--- config.mk ---
export PLATFORM = sky130hd
export DESIGN_NAME = dispatcher_reuse_mc
export DESIGN_NICKNAME = d
export VERILOG_FILES = /design/src/rtl/dispatcher_reuse_mc.sv
export SDC_FILE = /design/constraint.sdc
export NUM_CORES = 1
export LEC_CHECK = 0
export BUFFER_PORTS_ARGS = -buffer_cell sky130_fd_sc_hd__buf_2
export CORE_MARGIN = 2
export CORE_UTILIZATION = 26
export DETAILED_ROUTE_END_ITERATION = 10
export PLACE_DENSITY_LB_ADDON = 0.15
export SLEW_MARGIN = 20
export SYNTH_ARGS = -nofsm -noshare
export SYNTH_HDL_FRONTEND = slang
export SYNTH_SLANG_ARGS = --single-unit
--- constraint.sdc ---
create_clock -name clk -period 10.2 [get_ports clk]
set_clock_uncertainty 0.2 [all_clocks]
set_input_delay 0 -clock clk [delete_from_list [all_inputs] [get_ports clk]]
set_output_delay 0 -clock clk [all_outputs]
set_load 0.005 [all_outputs]
--- src/rtl/dispatcher_reuse_mc.sv ---
`default_nettype none
// ============================================================================
// Module      : dispatcher_reuse_mc
// Description : Activation/weight dispatcher with a group reuse buffer. It
//               emits representative elements paired with the weights of the
//               current iteration. Optional macro ZERO_SKIP_EN drops
//               zero-flagged elements.
// Revision    : 1.0 - initial release
// ============================================================================
module dispatcher_reuse_mc #(
    parameter int DATA_WIDTH             = 8,
    parameter int GROUP_SIZE             = 4,
    parameter int NUM_CH                 = 2,
    parameter int BUF_DEPTH              = 16,
    parameter int LOG_MAX_ITERS          = 16,
    parameter int LOG_MAX_READS_PER_ITER = 16,
    localparam int c_IN_W  = GROUP_SIZE*DATA_WIDTH + GROUP_SIZE*GROUP_SIZE + GROUP_SIZE,
    localparam int c_OUT_W = DATA_WIDTH + NUM_CH*DATA_WIDTH + GROUP_SIZE + $clog2(GROUP_SIZE) + 2
) (
    input  logic                              clk,
    input  logic                              rst,
    input  logic                              configure,
    input  logic [LOG_MAX_ITERS-1:0]          num_iters,
    input  logic [LOG_MAX_READS_PER_ITER-1:0] num_reads_per_iter,
    input  logic [c_IN_W-1:0]                 act_data_in,
    input  logic                              act_valid_in,
    output logic                              act_avail_out,
    input  logic [NUM_CH*DATA_WIDTH-1:0]      weight_data_in,
    input  logic                              weight_valid_in,
    output logic                              weight_avail_out,
    output logic [c_OUT_W-1:0]                data_out,
    output logic                              valid_out,
    input  logic                              avail_in,
    output logic                              cfg_err
);

    localparam int c_IW    = $clog2(GROUP_SIZE);
    localparam int c_VAL_W = GROUP_SIZE*DATA_WIDTH;
    localparam int c_REP_W = GROUP_SIZE*GROUP_SIZE;
    localparam int c_WGT_W = NUM_CH*DATA_WIDTH;
    localparam int c_AW    = (BUF_DEPTH > 1) ? $clog2(BUF_DEPTH) : 1;
`ifdef ZERO_SKIP_EN
    localparam logic [GROUP_SIZE-1:0] c_ZERO_MASK = '1;
`else
    localparam logic [GROUP_SIZE-1:0] c_ZERO_MASK = '0;
`endif

    typedef enum logic [1:0] {
        S_IDLE   = 2'd0,
        S_WAIT_W = 2'd1,
        S_LOAD   = 2'd2,
        S_EMIT   = 2'd3
    } state_t;

    state_t                              r_state, w_state_nxt;
    logic [LOG_MAX_ITERS-1:0]            r_num_iters, r_iter;
    logic [LOG_MAX_READS_PER_ITER-1:0]   r_num_reads, r_grp_cnt;
    logic [c_WGT_W-1:0]                  r_weights;
    logic [c_IN_W-1:0]                   r_grp;
    logic [GROUP_SIZE-1:0]               r_pend;
    logic                                r_fresh;
    logic                                r_valid;
    logic [c_OUT_W-1:0]                  r_data;
    logic                                r_cfg_err;
    logic [c_IN_W-1:0]                   r_buf [BUF_DEPTH];

    logic                  w_cfg_ok, w_iter0, w_last_grp_cnt, w_last_iter_cnt;
    logic                  w_out_free, w_act_acc, w_is_new, w_emit_load, w_emit_done, w_load_out;
    logic [c_IN_W-1:0]     w_src_grp;
    logic [c_VAL_W-1:0]    w_src_vals;
    logic [c_REP_W-1:0]    w_src_rep;
    logic [GROUP_SIZE-1:0] w_src_zero, w_diag, w_src_pend, w_rest, w_rep_row;
    logic [c_IW-1:0]       w_idx;
    logic                  w_elem_last;
    logic [c_OUT_W-1:0]    w_out_word;

    assign w_cfg_ok        = (num_reads_per_iter != '0)
                          && (num_reads_per_iter <= LOG_MAX_READS_PER_ITER'(BUF_DEPTH))
                          && (num_iters != '0);
    assign w_iter0         = (r_iter == '0);
    assign w_last_grp_cnt  = (r_grp_cnt == r_num_reads - LOG_MAX_READS_PER_ITER'(1));
    assign w_last_iter_cnt = (r_iter == r_num_iters - LOG_MAX_ITERS'(1));
    assign w_out_free      = !r_valid || avail_in;
    assign w_act_acc       = (r_state == S_LOAD) && w_iter0 && act_valid_in;

    // In LOAD the incoming group is dispatched straight away; otherwise the held group.
    assign w_src_grp  = (r_state == S_LOAD) ? act_data_in : r_grp;
    assign w_src_vals = w_src_grp[c_VAL_W-1:0];
    assign w_src_rep  = w_src_grp[c_VAL_W +: c_REP_W];
    assign w_src_zero = w_src_grp[c_VAL_W+c_REP_W +: GROUP_SIZE];

    always_comb begin
        w_diag = '0;
        for (int i = 0; i < GROUP_SIZE; i++) begin
            w_diag[i] = w_src_rep[i*GROUP_SIZE + i];
        end
    end

    assign w_is_new   = (r_state == S_LOAD) || r_fresh;
    assign w_src_pend = w_is_new ? (w_diag & ~(w_src_zero & c_ZERO_MASK)) : r_pend;

    always_comb begin
        w_idx = '0;
        for (int i = GROUP_SIZE-1; i >= 0; i--) begin
            if (w_src_pend[i]) w_idx = c_IW'(i);
        end
    end

    // An empty pend set yields the bubble: idx 0, zero row, marked last of group.
    assign w_rest      = w_src_pend & ~(GROUP_SIZE'(1) << w_idx);
    assign w_elem_last = (w_rest == '0);
    assign w_rep_row   = (w_src_pend == '0) ? '0 : w_src_rep[w_idx*GROUP_SIZE +: GROUP_SIZE];
    assign w_out_word  = {w_elem_last && w_last_grp_cnt, w_elem_last, w_idx, w_rep_row,
                          r_weights, w_src_vals[w_idx*DATA_WIDTH +: DATA_WIDTH]};

    assign w_emit_load = (r_state == S_EMIT) && w_out_free && (r_fresh || (r_pend != '0));
    assign w_emit_done = (r_state == S_EMIT) && w_out_free && !r_fresh && (r_pend == '0);
    assign w_load_out  = w_act_acc || w_emit_load;

    always_ff @(posedge clk or negedge rst) begin
        if (!rst) r_state <= S_IDLE;
        else      r_state <= w_state_nxt;
    end

    always_comb begin
        w_state_nxt = r_state;
        case (r_state)
            S_IDLE:   if (configure && w_cfg_ok) w_state_nxt = S_WAIT_W;
            S_WAIT_W: if (weight_valid_in) w_state_nxt = S_LOAD;
            S_LOAD:   if (!w_iter0 || act_valid_in) w_state_nxt = S_EMIT;
            S_EMIT: begin
                if (w_emit_done) begin
                    if (!w_last_grp_cnt)       w_state_nxt = S_LOAD;
                    else if (!w_last_iter_cnt) w_state_nxt = S_WAIT_W;
                    else                       w_state_nxt = S_IDLE;
                end
            end
            default:  w_state_nxt = S_IDLE;
        endcase
    end

    always_ff @(posedge clk) begin
        if (w_act_acc) r_buf[r_grp_cnt[c_AW-1:0]] <= act_data_in;
    end

    always_ff @(posedge clk or negedge rst) begin
        if (!rst) begin
            r_num_iters <= '0;
            r_num_reads <= '0;
            r_iter      <= '0;
            r_grp_cnt   <= '0;
            r_weights   <= '0;
            r_grp       <= '0;
            r_pend      <= '0;
            r_fresh     <= 1'b0;
            r_valid     <= 1'b0;
            r_data      <= '0;
            r_cfg_err   <= 1'b0;
        end else begin
            case (r_state)
                S_IDLE: begin
                    if (configure) begin
                        if (w_cfg_ok) begin
                            r_num_iters <= num_iters;
                            r_num_reads <= num_reads_per_iter;
                            r_iter      <= '0;
                            r_cfg_err   <= 1'b0;
                        end else begin
                            r_cfg_err   <= 1'b1;
                        end
                    end
                end
                S_WAIT_W: begin
                    if (weight_valid_in) begin
                        r_weights <= weight_data_in;
                        r_grp_cnt <= '0;
                    end
                end
                S_LOAD: begin
                    if (!w_iter0) begin
                        r_grp   <= r_buf[r_grp_cnt[c_AW-1:0]];
                        r_fresh <= 1'b1;
                    end else if (act_valid_in) begin
                        r_grp   <= act_data_in;
                    end
                end
                S_EMIT: begin
                    if (w_emit_done) begin
                        r_valid <= 1'b0;
                        if (!w_last_grp_cnt) begin
                            r_grp_cnt <= r_grp_cnt + LOG_MAX_READS_PER_ITER'(1);
                        end else begin
                            r_grp_cnt <= '0;
                            r_iter    <= w_last_iter_cnt ? '0 : r_iter + LOG_MAX_ITERS'(1);
                        end
                    end
                end
                default: ;
            endcase
            if (w_load_out) begin
                r_data  <= w_out_word;
                r_valid <= 1'b1;
                r_pend  <= w_rest;
                r_fresh <= 1'b0;
            end
        end
    end

    assign act_avail_out    = (r_state == S_LOAD) && w_iter0;
    assign weight_avail_out = (r_state == S_WAIT_W);
    assign data_out         = r_data;
    assign valid_out        = r_valid;
    assign cfg_err          = r_cfg_err;

endmodule
`default_nettype wire
==> qor.csv, run 1 <==
stage,metric,value,unit
status,outcome,"finished, violations left",
status,violations,negative hold slack,
clock_tree,insertion_delay,0.73,ns
clock_tree,cts_setup_buffers,0,
critical_path,start_kind,flip-flop,
clock_tree,cts_tree,done,
critical_path,path_class,reg -> reg,
clock_tree,clockBufferDepth,3,
critical_path,crit_chain,"inv_1, ha_1, nor4b_1, nand4_1, buf_4, nor2_1, nand3_1, nor2_4, buf_4",
placed_design,dp.cells,4069,
placed_design,preCtsSetupSlack,5.349,ns
critical_path,slowest_stage,nor2_4,
clock_tree,cts_made_buffers,104,
routing,drc_errors,0,
critical_path,arrival,4.74,ns
critical_path,cp_top_family,simple AND/OR/NAND/NOR gates,
power_and_ir_drop,power.leakage,0.01605,µW
logic_synthesis,synth_area_per_cell,18.25,µm²
clock_tree,htree_levels,3,
die,core,145700,µm²
sta,period_needed,4.599,ns
critical_path,worstPathRequired,10.34,ns
global_routing,grt_usage,14.34,%
die,io-pin-count,142,
routing,ant_nets,0,
critical_path,critPathMaxStageDelay,0.88,ns
clock_tree,root_buffer,clkbuf_16,
die,die_w,387.2,µm
sta,fin_ws,5.601,ns
layout,n_fill_cell,14125,
layout,drive_above_1_share,24.84,%
placed_design,gp_congestion,0.7729,
logic_synthesis,syn_inst,2092,
layout,final_cell_mix,"edfxtp_1, mux4_2, nand2_1, dlygate4sd3_1, dfrtp_1",
clock_tree,clk_pin_slew,0.06,ns
worst_hold_path,hold_class,in -> reg,
logic_synthesis,synth_flop_cell,edfxtp_1,
global_routing,grt_pass1_wl,157500,µm
power_and_ir_drop,powerDensity,238.9,nW/µm²
job,drv_cap,0,
sta,fmax,0.2175,GHz
die,die_area,149900,µm²
logic_synthesis,yosysUniqueCellTypes,67,
placed_design,dp_hpwl,59270,µm
routing,via_per_inst,4.676,
sta,worst_hold_slack,-0.01106,ns
logic_synthesis,ys_async_sr_fraction,18.04,%
layout,syn2layout_area_growth,22.25,%
critical_path,path_max_fanout,29,
global_routing,grt_pass1_vias,22254,
routing,wire_per_inst,24.17,µm
logic_synthesis,synth_area,38180,µm²
routing,dr.pass1.iters,6,
die,initial_core_util,26.19,%
sta,worstMarginPinSlew,1.104,ns
logic_synthesis,synth_fp_nets,2206,
layout,mostFrequentLayoutCell,edfxtp_1,
sta,rsz0062_at_grt,false,
sta,finalHoldViolations,2,
die,dieHeight,387.2,µm
layout,instances_no_fill,4458,
clock_tree,postCtsHoldBufs,189,
logic_synthesis,ys_ff_latch,937,
power_and_ir_drop,finalPower,11150,µW
routing,postRouteWirelength,107700,µm
critical_path,crit_top_cell,buf_4,
routing,dr_total_vias,20847,
logic_synthesis,synth_edf_count,768,
global_routing,grt_max_degree,99,
clock_tree,cts_sinks,937,
sta,fin_tns_setup,0,ns
sta,slew_violations,0,
logic_synthesis,yosysWarnings,0,
routing,drtIter0Drc,1442,
clock_tree,cts_resized,0,
global_routing,antenna_found_initial,10,
global_routing,grt_overflow,0,
die,rows,140,
critical_path,worstSetupEndpointType,flip-flop,
placed_design,io_buffers,137,
power_and_ir_drop,peakVddDrop,0.1578,mV
critical_path,path_buf_inv,3,
sta,setup_viol,0,
sta,min_period_over_period,45.08,%
sta,slew_headroom,26.42,%
layout,nNetsFinal,2563,
logic_synthesis,yosysSeqAreaShare,71.49,%
[flip-flops by register name, indices dropped and copies added (netlist names), 16 cells and up]
signal and flops:
r_num_reads 16, data_out 32, r_iter 16, r_grp_cnt 16
r_num_iters 16, r_grp 48, r_weights 16, r_buf 768
[power breakdown]
part | internal [µW] | leakage, µW | switching [µW] | total, µW
Combinational | 1320 | 0.00539 | 1460 | 2780
Clock | 2170 | 0.00165 | 1570 | 3740
Sequential | 4350 | 0.00902 | 276 | 4630
Total | 7840 | 0.0161 | 3310 | 11100
[area by class of cell]
type / count / area, µm² / area share [%]
Tap cell: 1917 / 2399 / 5.140
Clock buffer: 153 / 2920 / 6.258
Sequential cell: 937 / 27310 / 58.51
Inverter: 23 / 86.33 / 0.1850
Antenna cell: 5 / 12.51 / 0.02681
Clock inverter: 40 / 476.7 / 1.021
Multi-Input combinational cell: 1013 / 10470 / 22.42
Timing Repair Buffer: 370 / 3003 / 6.434
[final timing paths]
| path | from | end | slack (ns) | cells after the start |
|---|---|---|---|---|
| hold / removal | num_reads_per_iter[7] | r_num_reads[3] | -0.01 | 6 |
| min in group asynchronous | rst | r_num_iters[4] | 0.30 | 4 |
| max in group asynchronous | rst | r_weights[5] | 8.65 | 4 |
| setup reg to reg | r_iter[0] | r_buf[8][1] | 5.60 | 9 |
| hold reg to reg | data_out[21] | data_out[21] | 0.26 | 2 |
| setup / recovery | r_iter[0] | r_buf[8][1] | 5.60 | 9 |
[synth_stat cells, drive strengths merged, types with 8 or more instances]
| cell | count | share of area, % |
|---|---|---|
| nand4 | 9 | 0.15 |
| buf | 38 | 0.46 |
| nand2 | 208 | 2.0 |
| xnor2 | 33 | 0.76 |
| a21oi | 34 | 0.45 |
| edfxtp | 768 | 60 |
| nor2b | 12 | 0.20 |
| mux2 | 19 | 0.56 |
| dfrtp | 169 | 11 |
| mux4 | 251 | 15 |
| mux2i | 77 | 2.0 |
| ha | 8 | 0.26 |
| and2 | 21 | 0.34 |
| o22ai | 11 | 0.18 |
| nor4 | 25 | 0.50 |
| o21ai | 83 | 1.1 |
| inv | 23 | 0.23 |
| o31ai | 14 | 0.28 |
| nand3 | 21 | 0.28 |
| a22oi | 11 | 0.22 |
| nor3 | 17 | 0.22 |
| xor2 | 16 | 0.37 |
| nor2 | 69 | 0.68 |
| clkbuf | 81 | 0.80 |
[layer usage]
layer  routed length [µm]  vias to the layer above  part of all wire (%)  global-route usage, %
met5                   39                        -                 0.036                      0
met4                 2194                        6                   2.0                  3.303
met3                 4838                      137                   4.5                  2.811
met2                51460                      431                    48                  23.45
met1                49210                    11208                    46                  19.67
li1                     -                     9065                     -                      -
[cells by family after synthesis]
kind of cell	synth area share [%]
buffers and inverters	1.485
adder cells (fa/ha/maj)	0.2884
flip-flops	71.49
XOR/XNOR	1.183
multiplexers	17.39
AO/OA/AOI/OAI	2.776
AND/OR/NAND/NOR	5.392
[metrics by stage]
step                      instance area, µm²  util (%)
after global placement                 41260     28.31
final                                  46670     32.02
after floorplan                        38180         -
after global routing                   46660     32.01
after CTS                              46620     31.99
after detailed placement               41310     28.35
[tightest hold or removal path: stages]
cell	delay [ns]
buf_2	0.09
nor4_1	0.05
and3_1	0.17
nand4_1	0.36
nand2_1	0.10
nand2_1	0.06
No activity file was read; power rests on OpenSTA's default activity.
==> run 2, diff against run 1 <==
==> constraint.sdc (replaced) <==
create_clock -name clk -period 3.83 [get_ports clk]
set_clock_uncertainty 0.2 [all_clocks]
set_input_delay 0 -clock clk [delete_from_list [all_inputs] [get_ports clk]]
set_output_delay 0 -clock clk [all_outputs]
set_load 0.005 [all_outputs]
==> qor.csv, run 2 (synthesis gave the netlist of run 1 again) <==
stage,metric,value,unit,change
status,outcome,"complete, no violations",,
critical_path,worstPathRequired,4.24,ns,-6.10 ns
sta,worstMarginPinSlew,0.9561,ns,-0.1476 ns
power_and_ir_drop,peakVddDrop,0.5010,mV,+220%
sta,fin_tns_setup,0,ns,unchanged
layout,drive_above_1_share,25.65,%,+0.81 points
power_and_ir_drop,power.leakage,0.01639,µW,+2.1%
routing,wl_met3,5773,µm,+19%
critical_path,crit_start,num_reads_per_iter[7],,
layout,final_cell_mix,"edfxtp_1, mux4_2, dlygate4sd3_1, nand2_1, dfrtp_1",,
layout,nNetsFinal,2619,,+2.2%
critical_path,worstSetupEndpointType,flip-flop,,
clock_tree,htree_levels,3,,unchanged
layout,utilization,32.58,%,+0.56 points
die,io-pin-count,142,,unchanged
clock_tree,cts_tree,done,,
sta,min_period_over_period,93.21,%,
global_routing,grt_usage,14.63,%,+0.29 points
routing,dr_total_vias,21095,,+1.2%
sta,fin_ws,0.2602,ns,-5.341 ns
critical_path,crit_chain,"dlygate4sd3_1, buf_2, nor4_1, dlygate4sd3_1, and3_1, dlygate4sd3_1, and4_1, buf_4, nand2_1, dlygate4sd3_1, o21ai_0, dlygate4sd3_1",,
placed_design,preCtsSetupSlack,0.3034,ns,-5.046 ns
critical_path,critPathMaxStageDelay,0.58,ns,-0.30 ns
clock_tree,clk_pin_slew,0.06,ns,about the same
layout,largest_reg_flops,768,,unchanged
sta,fmax,0.2801,GHz,
critical_path,arrival,3.98,ns,-0.76 ns
routing,drc_errors,0,,unchanged
clock_tree,clockBufferDepth,3,,unchanged
critical_path,crit_top_cell,dlygate4sd3_1,,
critical_path,rr_endpoint,r_iter[9],,
sta,rsz0062_at_grt,false,,
placed_design,dp.cells,4096,,+0.66%
routing,top_layer,met5,,
routing,route.met2.wl,51050,µm,-0.79%
die,die_area,149900,µm²,unchanged
sta,period_needed,3.570,ns,
worst_hold_path,hold_class,in -> reg,,
sta,finalHoldViolations,0,,-2
clock_tree,cts_made_buffers,105,,+0.96%
placed_design,dpl_cell_area,41830,µm²,+1.3%
global_routing,grt_overflow,0,,unchanged
routing,postRouteWirelength,110000,µm,+2.1%
layout,syn2layout_area_growth,24.39,%,
critical_path,rrSetupSlack,0.34,ns,-5.26 ns
placed_design,dp_hpwl,59450,µm,+0.31%
routing,dr.pass1.iters,5,,-1
clock_tree,insertion_delay,0.72,ns,about the same
routing,via_per_inst,4.671,,-0.11%
global_routing,grt_pass1_vias,22321,,+0.30%
clock_tree,cts_resized,0,,unchanged
die,initial_core_util,26.19,%,unchanged
critical_path,slowest_stage,dlygate4sd3_1,,
die,die_w,387.2,µm,unchanged
die,core,145700,µm²,unchanged
critical_path,start_kind,primary input,,
sta,slew_violations,0,,unchanged
routing,wire_per_inst,24.35,µm,+0.76%
critical_path,path_class,in -> reg,,
routing,drtIter0Drc,1581,,+9.6%
power_and_ir_drop,powerDensity,628.9,nW/µm²,+160%
clock_tree,cts_sinks,937,,unchanged
critical_path,timing.rr.start,r_num_reads[2],,
sta,slew_headroom,36.11,%,+9.7 points
job,drv_cap,0,,unchanged
critical_path,path_max_fanout,28,,-3.4%
routing,wl_met1,51200,µm,+4.1%
layout,final_area,47490,µm²,+1.8%
layout,mostFrequentLayoutCell,edfxtp_1,,
placed_design,gp_congestion,0.7812,,+1.1%
critical_path,r2r.worst_path.cells,8,,-1
global_routing,grt_max_degree,106,,+7.1%
die,dieHeight,387.2,µm,unchanged
placed_design,io_buffers,137,,unchanged
sta,setup_viol,0,,unchanged
global_routing,grt_pass1_wl,159600,µm,+1.3%
die,rows,140,,unchanged
critical_path,crit_end,r_num_iters[1],,
layout,instances_no_fill,4516,,+1.3%
clock_tree,root_buffer,clkbuf_16,,
global_routing,antenna_found_initial,6,,-4
routing,ant_nets,0,,unchanged
[run 2: cell count changes in the layout (fill, tap and decap cells not counted), sizes merged]
cell         previous run  this run
diode                   5         3
bufinv                  7         8
buf                   181       206
clkbuf                154       150
clkinvlp                0         3
clkinv                 32        37
dlygate4sd3           188       218
[run 2: how the worst min path moves through the flow]
| stage | startpoint | end | slack [ns] | cells after the start |
|---|---|---|---|---|
| 2_1_floorplan | rst | cfg_err | -0.50 | 0 |
| 3_3_place_gp | rst | r_num_iters[11] | -0.05 | 1 |
| 3_5_place_dp | rst | r_num_iters[11] | -0.03 | 1 |
| 4_1_cts | act_data_in[15] | r_buf[2][15] | 0.0007 | 2 |
| 5_1_grt | act_data_in[23] | r_buf[8][23] | 0.02 | 2 |
| 6_report | act_data_in[30] | r_grp[30] | 0.03 | 4 |
[run 2: repair_timing]
action                                 4_1_cts  5_1_grt
endpoints found under the hold margin     1149        0
hold buffers                               219        0
buffers inserted                             0        0
[run 2: layout make-up]
class                           instances  area (µm²)
Timing Repair Buffer                  425        3760
Multi-Input combinational cell       1013       10490
Sequential cell                       937       27310
Fill cell                           14048       98250
Antenna cell                            3       7.507
Clock buffer                          149        2883
Clock inverter                         49       556.8
Inverter                               23       86.33
Tap cell                             1917        2399
[run 2: power by group]
part           internal [µW]  switching (µW)  total [µW]
logic                   3610            4210        7820
clock network           5810            4190       10000
registers              11600             455       12000
total                  21000            8850       29900
[run 2: metrics by stage]
stage	hold WS [ns]	total power [µW]
after floorplan	-0.4956	17140
after global placement	-0.04953	19920
after detailed placement	-0.03442	19980
after CTS	0.0007034	30400
after global routing	0.02494	31380
final	0.02904	29870
[run 2: layer usage]
| layer | vias up | GRT usage [%] |
|---|---|---|
| li1 | 9164 | - |
| met1 | 11248 | 20.78 |
| met2 | 528 | 23.15 |
| met3 | 143 | 3.012 |
| met4 | 12 | 3.004 |
| met5 | - | 0 |
[run 2: critical path, delay by kind of cell]
family / cells / cell delay (ns)
simple gates: 4 / 0.67
compound gates: 1 / 0.08
buf+inv: 7 / 3.22
